$ cat config.mk
export PLATFORM = sky130hd
export DESIGN_NAME = axis_ifft_frame_packer
export DESIGN_NICKNAME = d
export VERILOG_FILES = /design/src/rtl/ifft_axis_pkg.sv /design/src/rtl/axis_frame_out_reg.sv /design/src/rtl/axis_ifft_frame_packer.sv
export SDC_FILE = /design/constraint.sdc
export NUM_CORES = 2
export LEC_CHECK = 0
export CORE_MARGIN = 3
export CORE_UTILIZATION = 55
export CTS_CLUSTER_SIZE = 16
export DETAILED_ROUTE_END_ITERATION = 7
export PLACE_DENSITY = 0.8
export SLEW_MARGIN = 10
export SYNTH_ARGS = -nofsm -noshare
export SYNTH_HDL_FRONTEND = slang
export SYNTH_HIERARCHICAL = 1
export SYNTH_SLANG_ARGS = --single-unit
$ cat constraint.sdc
create_clock -name s_axis_aclk -period 20.4 [get_ports s_axis_aclk]
set_clock_uncertainty 0.05 [all_clocks]
set_input_delay 2.04 -clock s_axis_aclk [delete_from_list [all_inputs] [get_ports s_axis_aclk]]
set_output_delay 2.04 -clock s_axis_aclk [all_outputs]
set_load 0.05 [all_outputs]
$ cat src/rtl/ifft_axis_pkg.sv
// rtl/ifft_axis_pkg.sv - shared constants, slot layout and FSM states for the 8-point IFFT stream path
package ifft_axis_pkg;
  localparam int N_POINTS = 8;
  localparam int SAMPLE_W = 32;
  localparam int SLOT_W   = 3;
  localparam int BEAT_W   = 2 * SAMPLE_W;
  localparam int FRAME_W  = N_POINTS * BEAT_W;

  typedef enum logic {
    FILL = 1'b0,
    HOLD = 1'b1
  } state_t;

  // Bit offset of slot k inside a frame; the IFFT core relies on this exact layout.
  function automatic int slot_offset(input logic [SLOT_W-1:0] k);
    return BEAT_W * int'(k);
  endfunction
endpackage

$ cat src/rtl/axis_frame_out_reg.sv
// rtl/axis_frame_out_reg.sv - single-entry frame holding register with valid/ready and load strobe
module axis_frame_out_reg #(
  parameter int W = 512
) (
  input  logic         clk,
  input  logic         rst,
  input  logic         i_load,
  input  logic [W-1:0] i_data,
  input  logic         i_ready,
  output logic         o_valid,
  output logic [W-1:0] o_data
);
  logic         r_valid;
  logic [W-1:0] r_data;

  // A load takes priority so a frame can leave and the next arrive on the same edge.
  always_ff @(posedge clk or posedge rst) begin
    if (rst) begin
      r_valid <= 1'b0;
      r_data  <= '0;
    end else if (i_load) begin
      r_valid <= 1'b1;
      r_data  <= i_data;
    end else if (i_ready) begin
      r_valid <= 1'b0;
    end
  end

  assign o_valid = r_valid;
  assign o_data  = r_data;
endmodule

$ cat src/rtl/axis_ifft_frame_packer.sv
// rtl/axis_ifft_frame_packer.sv - packs eight complex samples into one 512-bit IFFT input beat
module axis_ifft_frame_packer
  import ifft_axis_pkg::*;
#(
  parameter int C_SAMPLE_WIDTH     = 32,
  parameter int C_AXIS_TDATA_WIDTH = 2 * C_SAMPLE_WIDTH,
  parameter int C_AXIS_TOUT_WIDTH  = 8 * C_AXIS_TDATA_WIDTH,
  parameter int C_ERRCNT_WIDTH     = 16
) (
  input  logic                          s_axis_aclk,
  input  logic                          s_axis_areset,
  input  logic                          s_axis_tvalid,
  output logic                          s_axis_tready,
  input  logic [C_AXIS_TDATA_WIDTH-1:0] s_axis_tdata,
  input  logic                          s_axis_tlast,
  output logic                          m_axis_tvalid,
  input  logic                          m_axis_tready,
  output logic [C_AXIS_TOUT_WIDTH-1:0]  m_axis_tdata,
  output logic                          m_axis_tlast,
  output logic                          err_short,
  output logic                          err_long,
  output logic [C_ERRCNT_WIDTH-1:0]     err_cnt
);
  state_t                         r_state;
  state_t                         w_state_nxt;
  logic [SLOT_W-1:0]              r_slot;
  logic [C_AXIS_TOUT_WIDTH-1:0]   r_asm;
  logic [C_AXIS_TOUT_WIDTH-1:0]   w_frame;
  logic                           w_accept;
  logic                           w_last_slot;
  logic                           w_close;
  logic                           w_free;
  logic                           w_load;
  logic                           w_err_short;
  logic                           w_err_long;
  logic                           r_err_short;
  logic                           r_err_long;
  logic [C_ERRCNT_WIDTH-1:0]      r_err_cnt;

  assign s_axis_tready = (r_state == FILL);
  assign w_accept      = s_axis_tvalid & s_axis_tready;
  assign w_last_slot   = (r_slot == SLOT_W'(N_POINTS - 1));
  assign w_close       = w_accept & (s_axis_tlast | w_last_slot);
  assign w_free        = ~m_axis_tvalid | m_axis_tready;
  assign w_err_short   = w_close & s_axis_tlast & ~w_last_slot;
  assign w_err_long    = w_close & w_last_slot & ~s_axis_tlast;

  // The accepted sample is merged here so a closing beat can go straight to the output.
  always_comb begin
    w_frame = r_asm;
    if (w_accept) begin
      w_frame[slot_offset(r_slot) +: C_AXIS_TDATA_WIDTH] = s_axis_tdata;
    end
  end

  always_comb begin
    w_state_nxt = r_state;
    w_load      = 1'b0;
    case (r_state)
      FILL: begin
        if (w_close) begin
          if (w_free) w_load = 1'b1;
          else        w_state_nxt = HOLD;
        end
      end
      HOLD: begin
        if (w_free) begin
          w_load      = 1'b1;
          w_state_nxt = FILL;
        end
      end
      default: w_state_nxt = FILL;
    endcase
  end

  always_ff @(posedge s_axis_aclk or posedge s_axis_areset) begin
    if (s_axis_areset) begin
      r_state <= FILL;
      r_slot  <= '0;
      r_asm   <= '0;
    end else begin
      r_state <= w_state_nxt;
      if (w_load) begin
        r_asm  <= '0;
        r_slot <= '0;
      end else if (w_accept) begin
        r_asm  <= w_frame;
        r_slot <= r_slot + 1'b1;
      end
    end
  end

  always_ff @(posedge s_axis_aclk or posedge s_axis_areset) begin
    if (s_axis_areset) begin
      r_err_short <= 1'b0;
      r_err_long  <= 1'b0;
      r_err_cnt   <= '0;
    end else begin
      r_err_short <= w_err_short;
      r_err_long  <= w_err_long;
      if ((w_err_short | w_err_long) && (r_err_cnt != {C_ERRCNT_WIDTH{1'b1}})) begin
        r_err_cnt <= r_err_cnt + 1'b1;
      end
    end
  end

  axis_frame_out_reg #(
    .W (C_AXIS_TOUT_WIDTH)
  ) u_out_reg (
    .clk     (s_axis_aclk),
    .rst     (s_axis_areset),
    .i_load  (w_load),
    .i_data  (w_frame),
    .i_ready (m_axis_tready),
    .o_valid (m_axis_tvalid),
    .o_data  (m_axis_tdata)
  );

  assign m_axis_tlast = m_axis_tvalid;
  assign err_short    = r_err_short;
  assign err_long     = r_err_long;
  assign err_cnt      = r_err_cnt;
endmodule

==> results.sh <==
export IMPL_worst_slack_ns=14.37
export IMPL_timing_critical_path_from_type="input pin"
export IMPL_regArea_mm2=0.02620
export IMPL_fp_dieW_um=288.1
export IMPL_rsz0062_at_grt="no"
export IMPL_placementRows=102
export IMPL_route_detailed_drc=0
export IMPL_maxSlewViolCount=0
export IMPL_timing_worst_slew_pin_value_ns=1.167
export IMPL_multi_input_comb_area_mm2=0.01610
export IMPL_wire_per_inst_um=23.53
export IMPL_timing_critical_path_cells="clkdlybuf4s50_1 > o21a_1 > nor2_1 > a21oi_4 > buf_4 > buf_4 > buf_4 > mux2_2"
export IMPL_synthesis_nets=3775
export IMPL_firstDrtPassIters=5
export IMPL_post_synth_num_cell_types=39
export IMPL_hpwlAfterDp_um=75730
export IMPL_routed_via_density=5.852
export IMPL_postPlaceCellArea_mm2=0.04999
export IMPL_final_min_period_over_clock_period_pct=29.57
export IMPL_path_clk_slew_ns=0.06
export IMPL_global_route_wire_length_before_repair_um=190500
export IMPL_worst_path_max_delay_cell="sky130_fd_sc_hd__buf_4"
export IMPL_grt_max_degree=208
export IMPL_floorplan_core_area_mm2=0.07810
export IMPL_critical_path_n_buffers_inverters=4
export IMPL_ant_nets=0
export IMPL_port_buffers=601
export IMPL_synth_seq_cells=1047
export IMPL_irDropWorstVdd_uv=85.87
export IMPL_timing_critical_path_required_ns=20.89
export IMPL_top_signal_layer_used="met5"
export IMPL_status="finished clean"
export IMPL_wirelength_met1_um=49870
export IMPL_cts_htree_levels=3
export IMPL_static_leakage_power_nw=27.08
export IMPL_grtUsageTotal_pct=29.86
export IMPL_critical_path_most_common_cell="sky130_fd_sc_hd__buf_4"
export IMPL_ys_seq_area_share_pct=59.86
export IMPL_critical_path_arrival_ns=6.52
export IMPL_postSynthCellCount=3698
export IMPL_met2WireLength_um=61740
export IMPL_clkSinkCount=1047
export IMPL_die_area_mm2=0.08300
export IMPL_cts_root_to_sink_buffers=3
export IMPL_slew_headroom_pct=22.18
export IMPL_cts_tree="built"
export IMPL_ctsResizeCount=0
export IMPL_layout_common_cells="1047 x sky130_fd_sc_hd__dfrtp_1, 754 x sky130_fd_sc_hd__nand2_1, 601 x sky130_fd_sc_hd__clkdlybuf4s50_1"
export IMPL_detailroute_via_count=31130
export IMPL_yosys_warnings=6
export IMPL_syn_cell_area_mm2=0.04377
export IMPL_postRouteWirelength_um=125200
export IMPL_timing_final_crit_period_ns=6.032
export IMPL_tritoncts_num_buffers=104
export IMPL_timing_max_cap_violations=0
export IMPL_grt_antenna_before_repair=2
export IMPL_slowest_delay_ns=0.92
export IMPL_post_route_cell_area_mm2=0.05353
export IMPL_report_final_setup_viol=0
export IMPL_largest_delay_contributor_family_on_the_critical_path="buffers and inverters"
export IMPL_cp_end_kind="flop"
export IMPL_overflow=0
export IMPL_whs_ns=0.4540
export IMPL_pin_count=602
export IMPL_drtIter0Drc=2760
export IMPL_dieHeight_um=288.1
export IMPL_syn_to_final_growth_pct=22.30
export IMPL_fin_nets=4269
export IMPL_start_util_pct=56.04
export IMPL_met3_length_um=8217
export IMPL_setup_total_negative_slack_ns=0
export IMPL_power_per_cell_area_mw_per_mm2=104.7
export IMPL_replace_congestion=0.7823
export IMPL_pre_cts_ws_ns=13.80
export IMPL_max_clock_freq_ghz=0.1658
export IMPL_drive_above_1_share_pct=20.78
export IMPL_hp_class="reg2reg"
export IMPL_crit_path_max_fanout=87
export IMPL_synth_avg_cell_area_um2=11.84
export IMPL_report_final_hold_viol_count=0
export IMPL_insertion_delay_to_the_later_sink_of_the_worst_skew_pair_ns=0.66
export IMPL_cts_hold_buf=0
export IMPL_final_core_utilization_pct=68.54
export IMPL_grt_pass1_vias=31570
export IMPL_cts_root_buf="sky130_fd_sc_hd__clkbuf_16"
export IMPL_worst_setup_path_type="in2reg"
export IMPL_most_common_cell_after_layout_fill_and_taps_aside="sky130_fd_sc_hd__dfrtp_1"
export IMPL_n_fill_cell=5498
export IMPL_cts_setup_buffers=0
## sequential cells by signal (all words and copies together), names as in the netlist
| name | flops |
|---|---|
| err_cnt | 16 |
| err_long | 1 |
| err_short | 1 |
| r_asm | 512 |
| r_slot | 3 |
| r_state | 1 |
| u_out_reg/o_data | 512 |
| u_out_reg/o_valid | 1 |
## power breakdown
part,switching [W],internal (W),leakage [nW],total [W]
clock,0.000812,0.00114,1.76,0.00196
combinational,0.000856,0.000449,10.8,0.00131
sequential,0.0000945,0.00225,14.5,0.00234
total,0.00176,0.00384,27.1,0.00561
## cell usage after synthesis
library cell	number	area share [%]
sky130_fd_sc_hd__ha_1	8	0.23
sky130_fd_sc_hd__a31oi_1	2	0.029
sky130_fd_sc_hd__a21o_1	1	0.017
sky130_fd_sc_hd__nand3_1	377	4.3
sky130_fd_sc_hd__mux2_2	531	14
sky130_fd_sc_hd__mux2_4	122	4.2
sky130_fd_sc_hd__nor3b_1	7	0.12
sky130_fd_sc_hd__nor4_4	1	0.049
sky130_fd_sc_hd__dfrtp_1	1047	60
sky130_fd_sc_hd__buf_1	36	0.31
sky130_fd_sc_hd__xor2_1	12	0.24
sky130_fd_sc_hd__inv_1	10	0.086
sky130_fd_sc_hd__xnor2_1	1	0.020
sky130_fd_sc_hd__nor2b_4	4	0.13
sky130_fd_sc_hd__nor2_1	8	0.069
sky130_fd_sc_hd__a2bb2oi_1	1	0.020
sky130_fd_sc_hd__o21ai_0	2	0.023
sky130_fd_sc_hd__and2_1	1	0.014
sky130_fd_sc_hd__o21a_1	1	0.017
sky130_fd_sc_hd__nor2b_1	138	2.0
sky130_fd_sc_hd__buf_2	48	0.55
sky130_fd_sc_hd__buf_4	1	0.017
sky130_fd_sc_hd__nand2_1	754	6.5
sky130_fd_sc_hd__and3b_1	3	0.060
sky130_fd_sc_hd__nor3_1	6	0.069
sky130_fd_sc_hd__or3_1	1	0.014
sky130_fd_sc_hd__nand3_2	1	0.023
sky130_fd_sc_hd__nor4_1	6	0.086
sky130_fd_sc_hd__nand4_1	7	0.10
sky130_fd_sc_hd__clkbuf_1	101	0.87
sky130_fd_sc_hd__or3_4	1	0.026
sky130_fd_sc_hd__a21oi_1	376	4.3
sky130_fd_sc_hd__nor4b_1	2	0.040
sky130_fd_sc_hd__nor3b_4	1	0.043
sky130_fd_sc_hd__buf_6	68	1.7
sky130_fd_sc_hd__nand3_4	1	0.040
sky130_fd_sc_hd__nand4_2	1	0.029
sky130_fd_sc_hd__and3_1	5	0.071
sky130_fd_sc_hd__and4_1	5	0.10
## kinds of logic (layout without fill, tap and decap cells)
| kind of cell | count (synthesis) | count (layout) | synth area share (%) |
|---|---|---|---|
| compound gates | 383 | 383 | 4.405 |
| xor+xnor | 13 | 13 | 0.2601 |
| fa+ha+maj | 8 | 8 | 0.2287 |
| buf+inv | 264 | 845 | 3.576 |
| flops | 1047 | 1047 | 59.86 |
| mux | 653 | 653 | 17.85 |
| other cells | 0 | 1 | 0 |
| simple gates | 1330 | 1330 | 13.83 |
## area by class of cell
cell class,instances,area share (%)
clock inverter,29,0.6217
multi-input combinational,2387,30.07
tap,1040,2.431
clock buffer,164,5.995
timing repair buffer,642,11.84
sequential,1047,48.94
inverter,10,0.09817
antenna,1,0.004675
## final timing paths
path,from,to,slack (ns),depth (start not counted)
max reg2reg,r_slot[0]$_DFFE_PP0P_,u_out_reg/o_data[487]$_DFFE_PP0P_,15.08,9
max in group asynchronous,s_axis_areset,r_asm[364]$_DFFE_PP0P_,15.22,5
max,s_axis_tlast,u_out_reg/o_data[487]$_DFFE_PP0P_,14.37,8
min,u_out_reg/o_data[20]$_DFFE_PP0P_,u_out_reg/o_data[20]$_DFFE_PP0P_,0.45,1
min reg2reg,u_out_reg/o_data[20]$_DFFE_PP0P_,u_out_reg/o_data[20]$_DFFE_PP0P_,0.45,1
min in group asynchronous,s_axis_areset,u_out_reg/o_data[275]$_DFFE_PP0P_,2.03,2
## worst reg2reg max path, delay by kind of cell, from the launching register on
family | cells | cell delay, ns
DFF | 1 | 0.55
AOI/OAI and AO/OA | 2 | 0.68
and+or+nand+nor | 1 | 0.10
buffers and inverters | 3 | 2.68
muxes | 1 | 0.50
adders and majority gates | 2 | 0.67
## metal layers
layer / up-vias / GRT usage [%]
met2: 1279 / 49.02
met4: 2 / 12.02
met5: - / 0
met3: 272 / 4.798
li1: 13560 / -
met1: 16020 / 40.04
## stage by stage
| step | total power (W) | instances |
|---|---|---|
| detailed placement | 0.003676 | 5126 |
| finish | 0.005606 | 5320 |
| floorplan | 0.003259 | 3698 |
| global route | 0.005793 | 5320 |
| CTS | 0.005628 | 5319 |
| global placement | 0.003653 | 5126 |
Power figures use the tool's default switching activity.
